**src/rtl/pld_deseg.sv**
```systemverilog
// pld_deseg: receive-side payload de-segmenter.
// Packs the serial payload bit stream (LSB of each byte first) into bytes and
// discards the zero padding that rounds the payload up to a multiple of BLK_BITS.
// The recovered byte is presented on dout, qualified by do_vld.
module pld_deseg #(
  parameter int BLK_BITS = 512,
  parameter int LEN_W    = 15
) (
  input  logic             clk,
  input  logic             rst,
  input  logic [LEN_W-1:0] len,
  input  logic             len_vld,
  input  logic             di,
  input  logic             di_vld,
  output logic [7:0]       dout,
  output logic             do_vld,
  output logic             done,
  output logic             busy,
  output logic             err
);

  localparam int PW = $clog2(BLK_BITS);

  typedef enum logic [1:0] {
    IDLE = 2'd0,
    DATA = 2'd1,
    PAD  = 2'd2,
    FIN  = 2'd3
  } state_t;

  state_t           state_q, state_d;
  logic [LEN_W-1:0] len_q, len_d;
  logic [LEN_W-1:0] byte_cnt_q, byte_cnt_d;
  logic [PW-1:0]    pad_cnt_q, pad_cnt_d;
  logic [2:0]       bit_cnt_q, bit_cnt_d;
  logic [6:0]       sreg_q, sreg_d;
  logic [7:0]       dout_q, dout_d;
  logic             do_vld_q, do_vld_d;
  logic             err_q, err_d;

  // Padding only depends on len*8 modulo the block size, i.e. on its low PW bits.
  logic [PW-1:0] len_bits_lo;
  logic [PW-1:0] pad_bits;
  logic          last_byte;
  logic          in_frame;

  assign len_bits_lo = PW'({len, 3'b000});
  assign pad_bits    = PW'(0) - len_bits_lo;
  assign last_byte   = (byte_cnt_q == len_q - LEN_W'(1));
  assign in_frame    = (state_q == DATA) || (state_q == PAD);

  // State register.
  // NOTE: sequential state uses non-blocking assignments only, so every flop
  // samples the pre-edge value of every other flop regardless of block order.
  always_ff @(posedge clk or posedge rst) begin
    if (rst) state_q <= IDLE;
    else     state_q <= state_d;
  end

  // Next-state logic: a frame start always wins, even in the middle of a frame.
  // NOTE: every combinational output gets a default first, so no path leaves
  // it unassigned and no latch can be inferred.
  always_comb begin
    state_d = state_q;
    if (len_vld) begin
      state_d = (len == '0) ? FIN : DATA;
    end else begin
      case (state_q)
        IDLE: state_d = IDLE;
        DATA: if (di_vld && bit_cnt_q == 3'd7 && last_byte)
                state_d = (pad_cnt_q != '0) ? PAD : FIN;
        PAD:  if (di_vld && pad_cnt_q == PW'(1)) state_d = FIN;
        FIN:  state_d = IDLE;
        default: state_d = IDLE;
      endcase
    end
  end

  // Datapath: byte assembly, byte/pad counting and violation detection.
  always_comb begin
    len_d      = len_q;
    byte_cnt_d = byte_cnt_q;
    pad_cnt_d  = pad_cnt_q;
    bit_cnt_d  = bit_cnt_q;
    sreg_d     = sreg_q;
    dout_d     = dout_q;
    do_vld_d   = 1'b0;
    // Bits arriving outside a frame, or a new frame cutting into a running one.
    err_d      = (di_vld && !in_frame) || (len_vld && in_frame);

    if (len_vld) begin
      // Any bit in the frame-start cycle is dropped; a partial byte is discarded.
      len_d      = len;
      pad_cnt_d  = pad_bits;
      byte_cnt_d = '0;
      bit_cnt_d  = '0;
      sreg_d     = '0;
    end else if (di_vld) begin
      if (state_q == DATA) begin
        if (bit_cnt_q == 3'd7) begin
          dout_d     = {di, sreg_q};
          do_vld_d   = 1'b1;
          byte_cnt_d = byte_cnt_q + LEN_W'(1);
          bit_cnt_d  = '0;
        end else begin
          sreg_d[bit_cnt_q] = di;
          bit_cnt_d         = bit_cnt_q + 3'd1;
        end
      end else if (state_q == PAD) begin
        pad_cnt_d = pad_cnt_q - PW'(1);
      end
    end
  end

  // Datapath registers.
  always_ff @(posedge clk or posedge rst) begin
    if (rst) begin
      len_q      <= '0;
      byte_cnt_q <= '0;
      pad_cnt_q  <= '0;
      bit_cnt_q  <= '0;
      sreg_q     <= '0;
      dout_q     <= '0;
      do_vld_q   <= 1'b0;
      err_q      <= 1'b0;
    end else begin
      len_q      <= len_d;
      byte_cnt_q <= byte_cnt_d;
      pad_cnt_q  <= pad_cnt_d;
      bit_cnt_q  <= bit_cnt_d;
      sreg_q     <= sreg_d;
      dout_q     <= dout_d;
      do_vld_q   <= do_vld_d;
      err_q      <= err_d;
    end
  end

  // Outputs: done and busy decode the state, the rest come straight from flops.
  always_comb begin
    busy   = in_frame;
    done   = (state_q == FIN);
    dout   = dout_q;
    do_vld = do_vld_q;
    err    = err_q;
  end

endmodule

```
**config.mk**
```make
export PLATFORM = sky130hd
export DESIGN_NAME = pld_deseg
export DESIGN_NICKNAME = d
export VERILOG_FILES = /design/src/rtl/pld_deseg.sv
export SDC_FILE = /design/constraint.sdc
export NUM_CORES = 1
export LEC_CHECK = 0
export BUFFER_PORTS_ARGS = -buffer_cell sky130_fd_sc_hd__buf_2
export CAP_MARGIN = 10
export CORE_ASPECT_RATIO = 1.5
export CORE_UTILIZATION = 35
export DETAILED_ROUTE_END_ITERATION = 8
export REMOVE_ABC_BUFFERS = 1
export SKIP_LAST_GASP = 1
export SLEW_MARGIN = 20
export SYNTH_ARGS = -nofsm -noshare
export SYNTH_HDL_FRONTEND = slang
export SYNTH_SLANG_ARGS = --single-unit
export TNS_END_PERCENT = 1
```
**constraint.sdc**
```tcl
create_clock -name clk -period 4.7 [get_ports clk]
set_input_delay 1.41 -clock clk [delete_from_list [all_inputs] [get_ports clk]]
set_output_delay 1.41 -clock clk [all_outputs]
set_load 0.03 [all_outputs]
```
Word-level counts from Yosys, hierarchy flattened
Cells that the tools add are included.
W data, S select, Z words.
{ "op_classes": {"add_sub_neg": 5, "mul": 0, "div_mod_pow": 0, "n_lt_le_gt_ge": 2, "eq_ne": 10, "n_shift": 0, "n_mux": 29, "n_bitwise": 1, "n_reduce_logical": 23} }
{ "ops": {"columns": ["op", "n"], "rows": [
  ["$mux W15", 4],
  ["$mux W9", 4],
  ["$mux W7", 4],
  ["$add A15 B1 Y15 const B", 1],
  ["$eq A15 B15 Y1", 1],
  ["$logic_not A15 Y1", 1],
  ["$sub A15 B1 Y15 const B", 1],
  ["$mux W3", 4],
  ["$eq A9 B1 Y1 const B", 1],
  ["$reduce_and A3 Y1", 3],
  ["$reduce_bool A9 Y1", 1],
  ["$sub A1 B9 Y9 const A", 1],
  ["$sub A9 B1 Y9 const B", 1],
  ["$mux W2", 4],
  ["$reduce_bool A2 Y1", 4],
  ["$bwmux W7", 1],
  ["$logic_and A1 B1 Y1", 6],
  ["$mux W1", 6],
  ["$ne A3 B3 Y1 const B", 2],
  ["$pmux W2 S3", 1],
  ["$eq A2 B2 Y1 const B", 2],
  ["$lt A3 B4 Y1 const B", 1],
  ["$ne A2 B2 Y1 const B", 2],
  ["$reduce_and A2 Y1", 2],
  ["11 further kinds", 12]
]} }
{ "word_totals": {"register_bits": 61, "latch_bits": 0, "ram_bits": 0, "rom_bits": 0, "inputBits": 20, "output_inout_bits": 12, "wordCells": 79, "n_memories": 0} }

Logic depth before layout (Yosys ltp)
Gate-level depths: netlist of the first run.
{ "depth": {"ltp_word": 9, "depth_mapped": 10, "mapped_depth_nobuf": 9} }

Worst setup path before layout of the first run
OpenSTA, ideal clock, no wires.
{ "synth_path": {"path_type": "input-to-reg", "start": "in di_vld", "end": "reg pad_cnt_q[7]", "setup_time_ns": 0.077, "arrival_ns": 2.791, "setup_slack_ns": 1.831, "cell_stages": 9, "n_path_buf": 2, "cell_sequence": "buf_2 -> and3b_1 -> clkbuf_1 -> nor4b_2 -> nand2b_1 -> nor4_1 -> xor2_1 -> nor2_1 -> a21oi_1"} }
{ "synth_via": {"elab_chain_len": 2} }
{ "synth_rtl": {"columns": ["item", "line_no", "rtl"], "rows": [
  ["start: declaration", "14", "input logic di_vld,"],
  ["$reduce_bool A2 Y1 (no line)", null, null],
  ["$reduce_and A3 Y1 (no line)", null, null],
  ["end signal: assignment", "129", "pad_cnt_q <= pad_cnt_d;"],
  ["end: declaration", "34", "logic [PW-1:0] pad_cnt_q, pad_cnt_d;"]
]} }
Every way passes these cells.
A chain may end at the register's enable or synchronous reset.

Final worst setup path of the first run
{ "layout_path": {"start": "reg state_q[0]", "end": "out busy"} }
{ "layout_via": {"elab_chain_len": 2} }
{ "layout_rtl": {"columns": ["item", "line_no", "rtl"], "rows": [
  ["start: declaration", "31", "state_t state_q, state_d;"],
  ["start signal: assignment", "57", "else state_q <= state_d;"],
  ["$eq A2 B1 Y1 or $eq A2 B2 Y1 (tied branches)", "50", "assign in_frame = (state_q == DATA) || (state_q == PAD);"],
  ["$logic_or A1 B1 Y1 (*)", "50", null],
  ["end: declaration", "18", "output logic busy,"]
]} }
Every way passes the cells marked *; elsewhere a longest branch is shown, timed or not.

==> run metrics, run 1 <==
Worst Setup SP state_q[0]$_DFFE_PP0P_; Post-synth ARST share 100%; Max Cap Viol 0; Clock Skew roughly 0.0083 ns; CTS tree yes; core area ~0.0094 mm^2; run status finished clean; Worst slew margin a little over a third; synthesized flop and latch total between 60 and 70; crit path launch type flop; Pins Over Slew Limit 0; Hold Buf Count CTS 0; DP HPWL between 5000 and 6000 um; Worst Setup End Kind output pin; Hold Path Class reg -> reg; maximum clock frequency ~0.35 GHz; wire per inst roughly 14 um; Tot Pwr 1470 uW; cts bufs inserted 9; top-area cell type share of the netlist area 44.5%; Comb power frac roughly a fifth; initial antenna violation count 0; final worst path period share 60.6%; cell repeated most along the worst path inv_1; WHS between 0.5 and 0.6 ns; DR top layer met4; Synth Area per Inst 9.83 um^2; GRT Total Usage about 16%; Worst Tran Pin Value roughly 0.96 ns; largest fanout on the critical path 5; synth cell count leaders dfrtp_1 (61), nor2_1 (37), nand2_1 (29); PwrDens roughly 370 mW/mm^2; H-tree Lvls 3; Clock Power Share slightly below 40%; Setup violations, final 0; Int Pwr ~1000 uW; CP peak stage delay roughly 0.42 ns; row cnt 43; RSZ-0062 raised after global routing no; switching share of power between 20% and 30%; routability cong. approximately 0.80; most common cell in the synthesized netlist dfrtp_1; Initial Util a little over a third; setup TNS 0 ns; fillcell total 966; reg2reg start len_q[0]$_DFFE_PP0P_; antenna cells 0; largest net degree at the start of global routing 57; yosys warns 0; maximum vdd drop 0.000233 V; register share of total power a little over two fifths; number of clock sinks slightly above 60; M1 WL between 2000 and 3000 um; # IOs 32; Post-synth top flop dfrtp_1; Final Hold Viols 0; vias in the first global route 2680; routed vias roughly 2.6k; Netlist cell types 46; CP required roughly 3.3 ns; P_leak around 0.0017 uW; final net count 410; most area-consuming cells after synthesis dfrtp_1 (44%), mux2_2 (6.6%), xnor2_1 (5.9%); Starting DRT DRC Count ~110; Worst Path Arrival between 1 and 1.5 ns; Pre-Repair DR Iteration Count 4; I/O Buffers 31; cell taking the most area after synthesis dfrtp_1; DRT antenna net count 0; Die Wd slightly above 80 um; share of the yosys chip area belonging to registers between 40 and 50%; Met3 Routed Length between 200 and 250 um; Post-synth EDFFs 0; Hold Crit Start dout[5]$_DFFE_PP0P_; grt total ovfl 0; WS Path Type reg -> out; Final min period 2.85 ns; layout cells sized above 1 18.5%; clock transition at the registers of the reported paths about 0.05 ns; DRC 0; met2 WL between 3000 and 4000 um; clock network latency to the later pin of the worst-skew pair approximately 0.33 ns; Layout Area Growth over Synthesis 15.1%; die area about 0.010 mm^2; sw power 429 uW; Post-Syn Area 0.00343 mm^2; Total Routed Length approximately 7200 um; clock buffer depth 2; slowest CP cell dfrtp_1; synthesized instance count 349; Vias per Instance roughly 5.3; Die Y about 120 um; Clk Tree Root Cell clkbuf_16; first-pass GRT wire length 12500 um; Layout Utilization 42.2%; post-CTS sizing 0; CP Cell Sequence inv_1 -> ha_1 -> inv_1 -> buf_2; postcts setup bufs 0
==> stage by stage <==
step           area (um^2)  setup slack (ns)  instances
5_1_grt               3950              1.78        496
2_1_floorplan         3380              1.78        336
3_5_place_dp          3690              1.57        481
6_report              3950              1.85        496
4_1_cts               3950              1.83        496
3_3_place_gp          3690              1.64        481
==> cell usage in the layout (no fill, tap or decap), types with 13 or more instances in the layout <==
cell type / count
mux2_2: 20
nand3_1: 13
xnor2_1: 23
nand2_1: 29
buf_2: 31
nor2_1: 37
dfrtp_1: 61
o21ai_0: 14
xor2_1: 18
a21oi_1: 18
==> cell type report <==
class	instances	area (um^2)	area share, %
Clock buffer	13	250	6.34
Clock inverter	2	10.0	0.253
Inverter	13	48.8	1.24
Multi-Input combinational cell	262	1800	45.7
Sequential cell	61	1530	38.6
Tap cell	112	140	3.55
Timing Repair Buffer	33	170	4.31
==> critical path, delay by kind of cell (launching register included) <==
kind,cells,cell delay [ns]
buf+inv,3,0.32
flops,1,0.42
fa+ha+maj,1,0.36
==> flip-flops by register name (all words and copies together) (netlist names) <==
| register | count |
|---|---|
| dout | 8 |
| byte_cnt_q | 15 |
| bit_cnt_q | 3 |
| len_q | 15 |
| err | 1 |
| pad_cnt_q | 9 |
| do_vld | 1 |
| sreg_q | 7 |
| state_q | 2 |
==> routing by layer <==
metal	global-route usage, %	vias up
met5	0	-
met4	8.51	0
met3	3.74	18
met2	28.9	52
met1	16.5	1272
li1	-	1283
==> kinds of logic after synthesis <==
group,share of synthesized area [%]
XOR/XNOR,10.5
adder cells (fa/ha/maj),3.65
flip-flops,44.5
AO/OA/AOI/OAI,8.94
AND/OR/NAND/NOR,20.6
multiplexers,8.90
buffers and inverters,2.92
==> final timing paths <==
kind / cells after the start / endpoint / slack, ns
min reg2reg: 1 / dout[5]$_DFFE_PP0P_ / 0.50
max reg2reg: 9 / state_q[0]$_DFFE_PP0P_ / 2.34
min in group asynchronous: 2 / dout[7]$_DFFE_PP0P_ / 1.29
max: 4 / busy / 1.85
max in group asynchronous: 3 / len_q[0]$_DFFE_PP0P_ / 2.61
min: 1 / dout[5]$_DFFE_PP0P_ / 0.50
==> power groups by stage <==
| stage | clock [uW] | combinational [uW] | sequential [uW] |
|---|---|---|---|
| 6_report | 580 | 277 | 613 |
| 5_1_grt | 619 | 309 | 619 |
| 4_1_cts | 603 | 279 | 613 |
| 3_5_place_dp | 0 | 276 | 620 |
| 3_3_place_gp | 0 | 273 | 620 |
| 2_1_floorplan | 0 | 195 | 616 |
Power figures use the tool's default switching activity.
==> inputs of run 2 (changes only) <==
clock period = 2.3 ns   (was 4.7 ns; I/O delays follow)
==> run 2 against run 1 <==
Compared with the run above:
- final area grew 5.8%
- critical path depth up 7
- largest cell class unchanged
- clock skew is 0.0013 ns lower
- sequential power rose by 100%
- die area unchanged
- via count grew 4.2%
- critical endpoint is now state_q[1]$_DFFE_PP0P_
- critical path type is now reg -> reg
==> run metrics, run 2 (synthesis gave the netlist of run 1 again) <==
# IOs 32 (unchanged); largest net degree at the start of global routing 62 (+8.8%); GRT Total Usage 16.3% (+0.56 points); final instance area 0.00418 mm^2 (+5.8%); routed vias 2736 (+4.2%); cts bufs inserted 9 (unchanged); crit path launch type flop; core area 0.00936 mm^2 (unchanged); antenna cells 0 (unchanged); footprint of the multi-input gates 0.00185 mm^2 (+2.3%); Clock Skew 0.00706 ns (-0.00127 ns); fillcell total 908 (-6.0%); vias in the first global route 2761 (+3.0%); Pins Over Slew Limit 0 (unchanged); largest fanout on the critical path 4 (-1); number of clock sinks 61 (unchanged); setup TNS 0 ns (unchanged); most common cell after layout, fill and taps aside dfrtp_1; Starting DRT DRC Count 142 (+30%); I/O Buffers 31 (unchanged); first-pass GRT wire length 13000 um (+3.9%); Post-Place Cells 493 (+2.5%); Final Hold Viols 0 (unchanged); final worst path period share a little over nine tenths; Total Routed Length 7750 um (+8.0%); Initial Util 36.6% (unchanged); Layout Area Growth over Synthesis 21.8%; Max Cap Viol 0 (unchanged); WS Path Type reg -> reg; Placed Area 0.00379 mm^2 (+2.8%); DRT antenna net count 0 (unchanged); Die Y 123 um (unchanged); die area 0.0102 mm^2 (unchanged); Vias per Instance 5.29 (about the same); maximum clock frequency 0.442 GHz; H-tree Lvls 3 (unchanged); Hold Buf Count CTS 0 (unchanged); CP required 2.51 ns (-0.78 ns); DRC 0 (unchanged); DP HPWL 5390 um (+5.2%); Post-Layout Cell Count 517 (+4.2%); row cnt 43 (unchanged); R2R Setup Slk 0.04 ns (-2.30 ns); Layout Utilization 44.6% (+2.4 points); Worst Path Arrival 2.47 ns (+1.03 ns); Clk Tree Root Cell clkbuf_16; maximum vdd drop 0.000470 V (+100%); clock transition at the registers of the reported paths 0.06 ns (about the same); Final min period 2.26 ns; biggest regs byte_cnt_q (15), len_q (15), pad_cnt_q (9); most frequent cells in the layout dfrtp_1 (61), nor2_1 (37), buf_2 (31); routability cong. 0.829 (+4.2%); CTS tree yes; sequential cell area 0.00153 mm^2 (unchanged); final net count 430 (+4.9%); Pre-Repair DR Iteration Count 4 (unchanged); Worst Tran Pin Value 0.503 ns (-0.456 ns); layout cells sized above 1 25.4% (+6.9 points); grt total ovfl 0 (unchanged); P_leak 0.00186 uW (+6.5%); Setup violations, final 0 (unchanged); Worst Setup End Kind flop; Hold Path Class in -> async; Tot Pwr 3140 uW (+110%); Worst slew margin 66.0% (+30 points); initial antenna violation count 0 (unchanged); Die Wd 82.8 um (unchanged); clock buffer depth 2 (unchanged); run status finished clean; clock network latency to the later pin of the worst-skew pair 0.34 ns (about the same); wire per inst 15.0 um (+3.6%); PwrDens 752 mW/mm^2 (+100%); RSZ-0062 raised after global routing yes
[run 2: changes by cell type in the layout (fill, tap and decap cells not counted), sizes merged]
| cell | before | now |
|---|---|---|
| buf | 33 | 53 |
| clkbuf | 13 | 10 |
| clkinv | 2 | 4 |
| clkinvlp | 0 | 2 |
[run 2: layer usage]
metal / part of all wire, % / wire length, um / track usage [%]
met4: 3.0 / 235 / 8.62
met1: 41 / 3180 / 17.4
met5: 0 / 0 / 0
met2: 53 / 4100 / 29.8
met3: 3.1 / 242 / 3.81
[run 2: layout make-up]
type                       instances  share of cell area [%]
tap                              112                    3.35
timing repair buffer              53                    8.14
multi-input combinational        262                    44.2
clock inverter                     6                   0.928
inverter                          13                    1.17
clock buffer                      10                    5.72
sequential                        61                    36.5
[run 2: power breakdown]
| part | leakage, uW | internal, uW | switching (uW) |
|---|---|---|---|
| clock network | 0.000134 | 752 | 497 |
| logic | 0.000928 | 275 | 366 |
| registers | 0.000800 | 1150 | 99.0 |
| total | 0.00186 | 2180 | 963 |
[run 2: stage by stage]
stage,hold slack (ns),worst slack [ns]
CTS,0.432,0.0142
floorplan,0.479,0.0970
finish,0.398,0.0388
global route,0.447,-0.0945
global placement,0.487,0.126
detailed placement,0.494,0.0306
[run 2: worst max-delay path, cell delays in order (launching register included)]
cell	delay (ns)
dfrtp_1	0.41
inv_2	0.10
ha_4	0.14
nor4b_4	0.25
buf_4	0.20
buf_6	0.10
a31oi_4	0.08
a32o_1	0.21
a31oi_1	0.15
and4bb_2	0.31
o21ai_2	0.07
mux2i_1	0.12
[run 2: timing repair]
action / in CTS / in global routing
setup endpoints to repair: 0 / 5
hold endpoints to repair: 0 / 0
buffers inserted: 0 / 8
gates resized for setup: 0 / 12
[run 2: worst paths after layout]
check                                startpoint                    endpoint  cells past startpoint
min                                         rst         dout[2]$_DFFE_PP0P_                      3
max in group asynchronous                   rst  byte_cnt_q[13]$_DFFE_PP0P_                      3
min in group clk            dout[5]$_DFFE_PP0P_         dout[5]$_DFFE_PP0P_                      1
max reg2reg                len_q[0]$_DFFE_PP0P_      state_q[1]$_DFFE_PP0P_                     11
max                        len_q[0]$_DFFE_PP0P_      state_q[1]$_DFFE_PP0P_                     11
min reg2reg                 dout[5]$_DFFE_PP0P_         dout[5]$_DFFE_PP0P_                      1
